**src/rtl/seg7_pkg.sv**
```systemverilog
`default_nettype none
// ============================================================================
// Module      : seg7_pkg
// Description : Shared constants, slot data type and BCD decode function for
//               active-low seven-segment display paths.
// Revision    : 1.0 - initial release
// ============================================================================
package seg7_pkg;

    // Segment order is {g,f,e,d,c,b,a}; a 0 lights the segment.
    localparam logic [6:0] SEG_BLANK = 7'h7F;
    localparam logic [6:0] SEG_0     = 7'h40;
    localparam logic [6:0] SEG_1     = 7'h79;
    localparam logic [6:0] SEG_2     = 7'h24;
    localparam logic [6:0] SEG_3     = 7'h30;
    localparam logic [6:0] SEG_4     = 7'h19;
    localparam logic [6:0] SEG_5     = 7'h12;
    localparam logic [6:0] SEG_6     = 7'h02;
    localparam logic [6:0] SEG_7     = 7'h78;
    localparam logic [6:0] SEG_8     = 7'h00;
    localparam logic [6:0] SEG_9     = 7'h10;

    // Everything the scanner needs to know about one digit for one slot.
    typedef struct packed {
        logic [3:0] bcd;
        logic       dp;
        logic       blank;
        logic       blink;
    } slot_t;

    function automatic logic [6:0] bcd_to_seg(input logic [3:0] bcd);
        logic [6:0] seg;
        case (bcd)
            4'd0:    seg = SEG_0;
            4'd1:    seg = SEG_1;
            4'd2:    seg = SEG_2;
            4'd3:    seg = SEG_3;
            4'd4:    seg = SEG_4;
            4'd5:    seg = SEG_5;
            4'd6:    seg = SEG_6;
            4'd7:    seg = SEG_7;
            4'd8:    seg = SEG_8;
            4'd9:    seg = SEG_9;
            default: seg = SEG_BLANK;
        endcase
        return seg;
    endfunction

endpackage : seg7_pkg
`default_nettype wire

```
**src/rtl/bcd_to_seg7.sv**
```systemverilog
`default_nettype none
// ============================================================================
// Module      : bcd_to_seg7
// Description : Combinational BCD nibble to active-low {g..a} segment decoder.
//               Non-BCD codes decode to all segments off.
// Revision    : 1.0 - initial release
// ============================================================================
module bcd_to_seg7
    import seg7_pkg::*;
(
    input  logic [3:0] i_bcd,
    output logic [6:0] o_seg
);

    assign o_seg = bcd_to_seg(i_bcd);

endmodule : bcd_to_seg7
`default_nettype wire

```
**src/rtl/seg7_scan_driver.sv**
```systemverilog
`default_nettype none
// ============================================================================
// Module      : seg7_scan_driver
// Description : Time-multiplexed common-anode seven-segment scanner with
//               anti-ghost dead time, per-digit blanking and blinking.
// Revision    : 1.0 - initial release
// ============================================================================
module seg7_scan_driver
    import seg7_pkg::*;
#(
    parameter int N_DIGITS     = 4,
    parameter int DIGIT_DIV    = 25000,
    parameter int DEAD_CYCLES  = 500,
    parameter int BLINK_FRAMES = 100
)
(
    input  logic                  i_clk,
    input  logic                  i_rst_n,
    input  logic [4*N_DIGITS-1:0] i_bcd,
    input  logic [N_DIGITS-1:0]   i_dp,
    input  logic [N_DIGITS-1:0]   i_blank,
    input  logic [N_DIGITS-1:0]   i_blink,
    output logic [6:0]            o_seg_n,
    output logic                  o_dp_n,
    output logic [N_DIGITS-1:0]   o_an_n
);

    localparam int IDX_W = (N_DIGITS > 1)     ? $clog2(N_DIGITS)     : 1;
    localparam int DIV_W = $clog2(DIGIT_DIV);
    localparam int FRM_W = (BLINK_FRAMES > 1) ? $clog2(BLINK_FRAMES) : 1;

    localparam logic [DIV_W-1:0] c_DIV_LAST = DIV_W'(DIGIT_DIV - 1);
    localparam logic [IDX_W-1:0] c_IDX_LAST = IDX_W'(N_DIGITS - 1);
    localparam logic [FRM_W-1:0] c_FRM_LAST = FRM_W'(BLINK_FRAMES - 1);

    // ------------------------------------------------------------------------
    // Scan state
    // ------------------------------------------------------------------------
    logic [DIV_W-1:0] r_div_cnt;
    logic [IDX_W-1:0] r_idx;
    logic [FRM_W-1:0] r_frame_cnt;
    logic             r_phase;
    slot_t            r_cap;

    logic             w_div_zero;
    logic             w_div_wrap;
    logic             w_idx_wrap;
    logic             w_frm_wrap;

    assign w_div_zero = (r_div_cnt == '0);
    assign w_div_wrap = (r_div_cnt == c_DIV_LAST);
    assign w_idx_wrap = w_div_wrap && (r_idx == c_IDX_LAST);
    assign w_frm_wrap = w_idx_wrap && (r_frame_cnt == c_FRM_LAST);

    always_ff @(posedge i_clk or negedge i_rst_n) begin
        if (!i_rst_n) begin
            r_div_cnt   <= '0;
            r_idx       <= '0;
            r_frame_cnt <= '0;
            r_phase     <= 1'b0;
        end else begin
            if (w_div_wrap) begin
                r_div_cnt <= '0;
                r_idx     <= w_idx_wrap ? '0 : r_idx + IDX_W'(1);
                if (w_idx_wrap) begin
                    r_frame_cnt <= w_frm_wrap ? '0 : r_frame_cnt + FRM_W'(1);
                    if (w_frm_wrap) begin
                        r_phase <= ~r_phase;
                    end
                end
            end else begin
                r_div_cnt <= r_div_cnt + DIV_W'(1);
            end
        end
    end

    // ------------------------------------------------------------------------
    // Per-slot input capture
    // ------------------------------------------------------------------------
    slot_t                 w_live;
    slot_t                 w_cur;
    logic [N_DIGITS-1:0]   w_an_sel;

    always_comb begin
        w_live   = '0;
        w_an_sel = '1;
        for (int k = 0; k < N_DIGITS; k++) begin
            if (r_idx == IDX_W'(k)) begin
                w_live.bcd   = i_bcd[4*k +: 4];
                w_live.dp    = i_dp[k];
                w_live.blank = i_blank[k];
                w_live.blink = i_blink[k];
                w_an_sel[k]  = 1'b0;
            end
        end
    end

    always_ff @(posedge i_clk or negedge i_rst_n) begin
        if (!i_rst_n) begin
            r_cap <= '0;
        end else if (w_div_zero) begin
            r_cap <= w_live;
        end
    end

    // The capture register only holds this slot's data from cycle 1 onward,
    // so cycle 0 (which matters when there is no dead window) uses the live
    // value that is being captured in that same cycle.
    assign w_cur = w_div_zero ? w_live : r_cap;

    // ------------------------------------------------------------------------
    // Dead window
    // ------------------------------------------------------------------------
    logic w_dead;

    generate
        if (DEAD_CYCLES == 0) begin : g_no_dead
            assign w_dead = 1'b0;
        end else begin : g_dead
            localparam logic [DIV_W-1:0] c_DEAD = DIV_W'(DEAD_CYCLES);
            assign w_dead = (r_div_cnt < c_DEAD);
        end
    endgenerate

    // ------------------------------------------------------------------------
    // Decode and registered outputs
    // ------------------------------------------------------------------------
    logic [6:0] w_seg;
    logic       w_dark;
    logic       w_off;

    bcd_to_seg7 u_decode (
        .i_bcd (w_cur.bcd),
        .o_seg (w_seg)
    );

    // A dark digit keeps its anode slot so scan duty stays uniform.
    assign w_dark = w_cur.blank | (w_cur.blink & r_phase);
    assign w_off  = w_dead | w_dark;

    logic [6:0]          r_seg_n;
    logic                r_dp_n;
    logic [N_DIGITS-1:0] r_an_n;

    always_ff @(posedge i_clk or negedge i_rst_n) begin
        if (!i_rst_n) begin
            r_an_n  <= '1;
            r_seg_n <= SEG_BLANK;
            r_dp_n  <= 1'b1;
        end else begin
            r_an_n  <= w_dead ? '1 : w_an_sel;
            r_seg_n <= w_off ? SEG_BLANK : w_seg;
            r_dp_n  <= w_off ? 1'b1 : ~w_cur.dp;
        end
    end

    assign o_an_n  = r_an_n;
    assign o_seg_n = r_seg_n;
    assign o_dp_n  = r_dp_n;

endmodule : seg7_scan_driver
`default_nettype wire

```
**config.mk**
```make
export PLATFORM = sky130hd
export DESIGN_NAME = seg7_scan_driver
export DESIGN_NICKNAME = d
export VERILOG_FILES = /design/src/rtl/seg7_pkg.sv /design/src/rtl/bcd_to_seg7.sv /design/src/rtl/seg7_scan_driver.sv
export SDC_FILE = /design/constraint.sdc
export NUM_CORES = 1
export LEC_CHECK = 0
export ABC_AREA = 1
export CAP_MARGIN = 25
export CORE_MARGIN = 1
export CORE_UTILIZATION = 54
export CTS_CLUSTER_DIAMETER = 200
export DETAILED_ROUTE_END_ITERATION = 12
export GPL_ROUTABILITY_DRIVEN = 0
export PLACE_DENSITY_LB_ADDON = 0.05
export SYNTH_ARGS = -nofsm -noshare
export SYNTH_HDL_FRONTEND = slang
export SYNTH_SLANG_ARGS = --single-unit
```
**constraint.sdc**
```tcl
create_clock -name i_clk -period 2.5 [get_ports i_clk]
set_clock_uncertainty 0.2 [all_clocks]
set_input_delay 0.625 -clock i_clk [delete_from_list [all_inputs] [get_ports i_clk]]
set_output_delay 0.625 -clock i_clk [all_outputs]
set_load 0.02 [all_outputs]
```
==> summary.md, run 1 <==
| Metric | Value |
|---|---|
| Reg2reg end | o_seg_n[3]$_DFF_PN1_ |
| Post-synth EDFFs | 0 |
| Final setup fails | 0 |
| CP max stage delay | 420 ps |
| Status | finished clean |
| GRT Total Usage | 25.4% |
| CP arrival | between 2000 and 2500 ps |
| Ratio of cells with drive above 1 in the final layout | between 10 and 15% |
| Worst hold margin | between 150 and 200 ps |
| Fillers | about 390 |
| Total CTS buffers | 5 |
| Syn avg cell area | 7.62 µm² |
| Reg power frac | a little over 50% |
| Met1 Track Usage GR | 32.7% |
| Worst setup margin | 222 ps |
| Crit path required time | 2560 ps |
| Slowest stage cell, crit path | dfrtp_1 |
| Slew of the pin with the lowest slew margin | roughly 570 ps |
| Synth Register Bits | 44 |
| Vias in the first global route | ~2.3k |
| Fmax | around 0.44 GHz |
| DR iter-0 viols | 89 |
| Largest family of logic cells by synthesized area | simple AND/OR/NAND/NOR gates |
| Synth unique cells | 36 |
| Die Area | 5440 µm² |
| M2 GR Usage | 42.7% |
| # DRC | 0 |
| Max_cap viols | 0 |
| Crit path buf inv count | 3 |
| Layout area overhead | 21.7% |
| Synth area leader | dfrtp_1 |
| Worst skew pair latency | 310 ps |
| Mapped cell area | 2780 µm² |
| Routed Antenna Nets | 0 |
| Post-synthesis compound-gate area fraction | 6.70% |
| First-pass GRT wire length | between 10000 and 15000 µm |
| ANT cells | 0 |
| Min-Delay Path Class | in -> async |
| Simple-Gate Fraction of Synth Area | between 30 and 40% |
| FF-to-FF path depth | 14 |
| Comb power frac | 7.7% |
| Core ar. | 4850 µm² |
| Worst setup EP type | flop |
| Die Width | ~74 µm |
| CTS tree | built |
| Delay-heaviest family, CP | simple AND/OR/NAND/NOR gates |
| Critical Path End | o_seg_n[3]$_DFF_PN1_ |
| Site row count | 25 |
| Clock transition at path regs | 90 ps |
| Sequential fraction of the synthesis area | between 40% and 50% |
| Setup slack, reg-to-reg | 220 ps |
| Sw frac | 22.7% |
| Drt wl/cell | 12.9 µm |
| Clock power frac | between 40% and 50% |
| CP startpoint | r_div_cnt[0]$_DFF_PN0_ |
| Worst IR Drop VDD | roughly 0.45 mV |
| Dpl ws | 59.0 ps |
| Syn_nets | 407 |
| XOR/XNOR Fraction of Synth Area | 1.26% |
| Cell Int Power | 1.08 mW |
| Synth area leaders | dfrtp_1 (29%), nand2_1 (12%), dfstp_2 (11%) |
| Aggregate routed wire length | 6190 µm |
| Die height | 73.8 µm |
| Worst path depth | 14 |
| Vias per cell | roughly 5 |
| Area of the multi-input gates | ~1400 µm² |
| Bufs on Longest Clock Path | 2 |
| Antenna violations before repair | 0 |
| Initial Util | 57.4% |
| Ys flop type | dfrtp_1 |
| Final period util | 91.1% |
| Post-DP HPWL | 4630 µm |
| Setup TNS | 0 ps |
| Ports | 42 |
| Critical path type | reg -> reg |
| Yosys top cell area share | 28.8% |
| Clock Tree Root | clkbuf_8 |
| Maximum fanout along the worst path | 4 |
| Ordered list of cells on the worst path | inv_1 -> ha_1 -> inv_1 -> nor2_1 -> nand2_1 -> nor2_4 -> nand3_1 -> nor2_1 -> nor2_1 -> buf_4 -> ha_1 -> nand2_1 -> nand3_1 -> nand3_1 |
| Relative slew slack | ~62% |
| Cells after Synth | between 300 and 400 |
| DR vias | 2466 |
| Startpoint Class | flop |
| Final Critical Period | 2280 ps |
| Max-slew violation count | 0 |
| Switching Power | between 0.3 and 0.4 mW |
| Largest net degree at the start of global routing | 45 |
| Final Hold Viols | 0 |
| Drt first pass iters | 4 |
| Synth Warn # | 0 |
| Port Buffer Count | 41 |
| RSZ-0062 raised after global routing | no |
| Pleak | 1.66 nW |
| FF/Latch Area | 1120 µm² |
| Post-synth ARST share | 100% |
| Synth Area in Adders | 5.40% |
| Setup bufs post-CTS | 0 |
| H-tree Lvls | 2 |
| Power Density | between 400 and 500 nW/µm² |
| Met3 Usage GRT | approximately 5.1% |
| Gr busiest metal | met2 |
| Grt total ovfl | 0 |
| Clock sinks | 44 |
| Nets | 454 |
| Post-synthesis mux area share | 0% |
| RR Startpoint | r_div_cnt[0]$_DFF_PN0_ |
## Yosys cell counts, types with 4 or more instances
| master | number |
|---|---|
| a21oi_1 | 12 |
| nand2_1 | 91 |
| nand2_2 | 6 |
| o21ai_0 | 13 |
| nor2_4 | 7 |
| ha_1 | 12 |
| or2_2 | 5 |
| xor2_1 | 4 |
| dfrtp_1 | 32 |
| nor3_1 | 6 |
| inv_2 | 7 |
| nand3_1 | 40 |
| nand3b_1 | 4 |
| inv_1 | 45 |
| nand4_1 | 9 |
| dfstp_2 | 12 |
| nor2_1 | 33 |
## flip-flops by register name, summed over array words and instances (netlist names)
signal / cells
o_dp_n: 1
o_seg_n: 7
r_idx: 2
o_an_n: 4
r_phase: 1
r_frame_cnt: 7
r_cap: 7
r_div_cnt: 15
## power by group through the flow
| stage | clock, mW | sequential [mW] | combinational [mW] |
|---|---|---|---|
| after floorplan | 0 | 0.733 | 0.0386 |
| after global placement | 0 | 0.733 | 0.108 |
| after detailed placement | 0 | 0.733 | 0.108 |
| after CTS | 0.578 | 0.719 | 0.109 |
| after global routing | 0.605 | 0.720 | 0.121 |
| final | 0.566 | 0.719 | 0.108 |
## cells in the final DEF, fill, tap and decap left out, types with 7 or more instances in the layout
master	count
nand2_1	91
inv_1	45
nand3_1	40
clkdlybuf4s50_1	40
nor2_1	33
dfrtp_1	32
o21ai_0	13
a21oi_1	12
ha_1	12
dfstp_2	12
nand4_1	9
nor2_4	8
inv_2	7
## routing by layer
metal	wire length, µm	up-vias
li1	-	1255
met1	2790	1128
met2	2930	77
met3	388	6
met4	84	0
met5	0	-
## logic make-up after synthesis
group / count (synthesis)
AND/OR/NAND/NOR: 213
buffers and inverters: 60
flip-flops: 44
AO/OA/AOI/OAI: 32
adder cells (fa/ha/maj): 12
XOR/XNOR: 4
## metrics by stage
| step | area, µm² | std cells | util [%] | power [mW] |
|---|---|---|---|---|
| detailed placement | 3260 | 472 | 67.3 | 0.841 |
| floorplan | 2780 | 365 | - | 0.771 |
| CTS | 3380 | 480 | 69.7 | 1.41 |
| global placement | 3260 | 472 | 67.3 | 0.840 |
| global route | 3390 | 480 | 69.8 | 1.45 |
| finish | 3390 | 480 | 69.8 | 1.39 |
## how the worst min path moves through the flow
stage	start	to	slack, ps	cells past startpoint
after floorplan	i_rst_n	r_cap[0]$_DFF_PN0_	130	0
after global placement	r_phase$_DFFE_PN0P_	r_phase$_DFFE_PN0P_	270	2
after detailed placement	r_cap[0]$_DFF_PN0_	r_cap[0]$_DFF_PN0_	280	2
after CTS	i_rst_n	r_cap[5]$_DFF_PN0_	200	2
after global routing	i_rst_n	r_frame_cnt[3]$_DFFE_PN0P_	240	2
final	i_rst_n	r_cap[3]$_DFF_PN0_	190	2
## what timing repair did
item	CTS	global route
gates resized for setup	0	1
hold buffers	0	0
setup endpoints to repair	0	1
## cell type report
cell class / count / area share (%)
multi-input combinational: 261 / 41.9
sequential: 44 / 33.0
timing repair buffer: 47 / 13.3
inverter: 53 / 5.88
tap: 67 / 2.48
clock buffer: 5 / 2.03
clock inverter: 3 / 1.40
(Power assumes the default switching activity.)
==> run 2, diff against run 1 <==
--- a/config.mk
+++ b/config.mk
@@ -6,7 +6,6 @@
 export NUM_CORES = 1
 export LEC_CHECK = 0
 export ABC_AREA = 1
-export CAP_MARGIN = 25
 export CORE_MARGIN = 1
 export CORE_UTILIZATION = 54
 export CTS_CLUSTER_DIAMETER = 200
==> constraint.sdc (replaced) <==
create_clock -name i_clk -period 2.5 [get_ports i_clk]
set_clock_uncertainty 0.2 [all_clocks]
set_input_delay 0.375 -clock i_clk [delete_from_list [all_inputs] [get_ports i_clk]]
set_output_delay 0.375 -clock i_clk [all_outputs]
set_load 0.05 [all_outputs]
==> summary.md, run 2 (synthesis results as in run 1) <==
| Metric | Value |
|---|---|
| Status | finished clean |
| Die Width | 73.8 µm (unchanged) |
| Total CTS buffers | 5 (unchanged) |
| ANT cells | 0 (unchanged) |
| Die Area | 5440 µm² (unchanged) |
| Most frequent cells in the layout | nand2_1 (91), inv_1 (45), nand3_1 (40), clkdlybuf4s50_1 (40), nor2_1 (33) |
| DR iter-0 viols | 103 (+16%) |
| Layout area overhead | 21.9% |
| Worst hold margin | 288 ps (+100 ps) |
| Min-Delay Path Class | reg -> reg |
| Slew of the pin with the lowest slew margin | 550 ps (-18.3 ps) |
| Grt total ovfl | 0 (unchanged) |
| Ratio of cells with drive above 1 in the final layout | 14.7% (-0.036 points) |
| Max FFs per register | 15 (unchanged) |
| # DRC | 0 (unchanged) |
| Most flops, register | r_div_cnt |
| Final Critical Period | 2240 ps (-35.0 ps) |
| GRT Total Usage | 25.0% (-0.43 points) |
| Vias per cell | 5.25 (+2.3%) |
| Clock transition at path regs | 90 ps (about the same) |
| Fmax | 0.446 GHz (+1.6%) |
| Maximum fanout along the worst path | 8 (+4) |
| Antenna violations before repair | 0 (unchanged) |
| RSZ-0062 raised after global routing | no |
| Max_cap viols | 0 (unchanged) |
| Site row count | 25 (unchanged) |
| Clock Tree Root | clkbuf_8 |
| Port Buffer Count | 41 (unchanged) |
| Final period util | 89.7% (-1.4 points) |
| Bufs on Longest Clock Path | 2 (unchanged) |
| Aggregate routed wire length | 6180 µm (-0.26%) |
| Startpoint Class | flop |
| Relative slew slack | 63.3% (+1.2 points) |
| Final setup fails | 0 (unchanged) |
| Power Density | 409 nW/µm² (-0.68%) |
| Fillers | 407 (+3.3%) |
| Drt wl/cell | 12.8 µm (-0.47%) |
| Worst IR Drop VDD | 0.424 mV (-6.5%) |
| Worst setup EP type | flop |
| Worst skew pair latency | 300 ps (about the same) |
| Pleak | 1.66 nW (+0.23%) |
| CP arrival | 2290 ps (-40 ps) |
| Initial Util | 57.4% (unchanged) |
| Ports | 42 (unchanged) |
| Nets | 455 (+0.22%) |
| CTS tree | built |
| Largest net degree at the start of global routing | 45 (unchanged) |
| H-tree Lvls | 2 (unchanged) |
| Post-DP HPWL | 4680 µm (+1.0%) |
| DR vias | 2527 (+2.5%) |
| Drt first pass iters | 5 (+1) |
| Die height | 73.8 µm (unchanged) |
| Vias in the first global route | 2336 (+0.86%) |
| Crit path required time | 2540 ps (-20 ps) |
| Core ar. | 4850 µm² (unchanged) |
| Routed Antenna Nets | 0 (unchanged) |
| Max-slew violation count | 0 (unchanged) |
| Setup bufs post-CTS | 0 (unchanged) |
| Critical path type | reg -> reg |
| Clock sinks | 44 (unchanged) |
| Inst Count DP | 472 (unchanged) |
| Setup TNS | 0 ps (unchanged) |
| Commonest non-fill, non-tap cell in the layout | nand2_1 |
| First-pass GRT wire length | 10300 µm (-1.4%) |
| Final Hold Viols | 0 (unchanged) |
| Layout Cells excl Fill | 481 (+0.21%) |
## run 2: critical path, stage by stage (launching register included)
cell and delay, ps:
dfrtp_1 430, inv_1 110, ha_1 250, inv_1 160, a21oi_1 200, nor2_1 70
nor2_1 140, buf_4 160, ha_1 150, nand3_1 90, nand2_1 70, inv_1 40
nor2_1 70, nand2_1 50
## run 2: timing repair
| action | 4_1_cts | 5_1_grt |
|---|---|---|
| hold endpoints to repair | 32 | 0 |
| hold buffers | 1 | 0 |
| resized for setup | 0 | 0 |
## run 2: report_power, final
part	total, mW	internal (mW)	switching (mW)
Clock	0.557	0.301	0.255
Sequential	0.719	0.718	0.00162
Combinational	0.110	0.0585	0.0514
## run 2: per-layer routing
metal	track usage, %	part of all wire (%)	up-vias
li1	-	-	1260
met1	33.5	44	1148
met2	40.5	46	107
met3	5.35	7.7	12
met4	7.69	1.4	0
met5	0	0	-
## run 2: final cells by class
class                      instances  area, µm²  area share (%)
multi-input combinational        261       1420            41.7
sequential                        44       1120            32.9
timing repair buffer              48        460            13.6
inverter                          53        199            5.87
tap                               67       83.8            2.47
clock buffer                       5       68.8            2.03
clock inverter                     3       47.5            1.40
## run 2: through the flow
stage	power (mW)	setup WS (ps)	utilization (%)	area (µm²)
after detailed placement	0.842	270	67.3	3260
after CTS	1.40	264	69.9	3390
final	1.39	257	69.9	3390
after global routing	1.44	4.76	69.9	3390
after floorplan	0.771	284	-	2780
after global placement	0.842	300	67.3	3260
## run 2: worst paths after layout
kind,cells past startpoint,slack (ps),to,startpoint
min reg2reg,2,290,r_cap[0]$_DFF_PN0_,r_cap[0]$_DFF_PN0_
max in group asynchronous,3,1240,r_div_cnt[3]$_DFF_PN0_,i_rst_n
min,2,290,r_cap[0]$_DFF_PN0_,r_cap[0]$_DFF_PN0_
min in group asynchronous,3,470,r_frame_cnt[4]$_DFFE_PN0P_,i_rst_n
max,13,260,o_seg_n[4]$_DFF_PN1_,r_idx[0]$_DFFE_PN0N_
max reg2reg,13,260,o_seg_n[4]$_DFF_PN1_,r_idx[0]$_DFFE_PN0N_
==> run 3, diff against run 2 <==
--- a/config.mk
+++ b/config.mk
@@ -12,6 +12,7 @@
 export DETAILED_ROUTE_END_ITERATION = 12
 export GPL_ROUTABILITY_DRIVEN = 0
 export PLACE_DENSITY_LB_ADDON = 0.05
+export SKIP_CTS_REPAIR_TIMING = 1
 export SYNTH_ARGS = -nofsm -noshare
 export SYNTH_HDL_FRONTEND = slang
 export SYNTH_SLANG_ARGS = --single-unit
==> results of run 3 <==
Same layout as run 2: the final DEF is identical, and so are final timing and power.
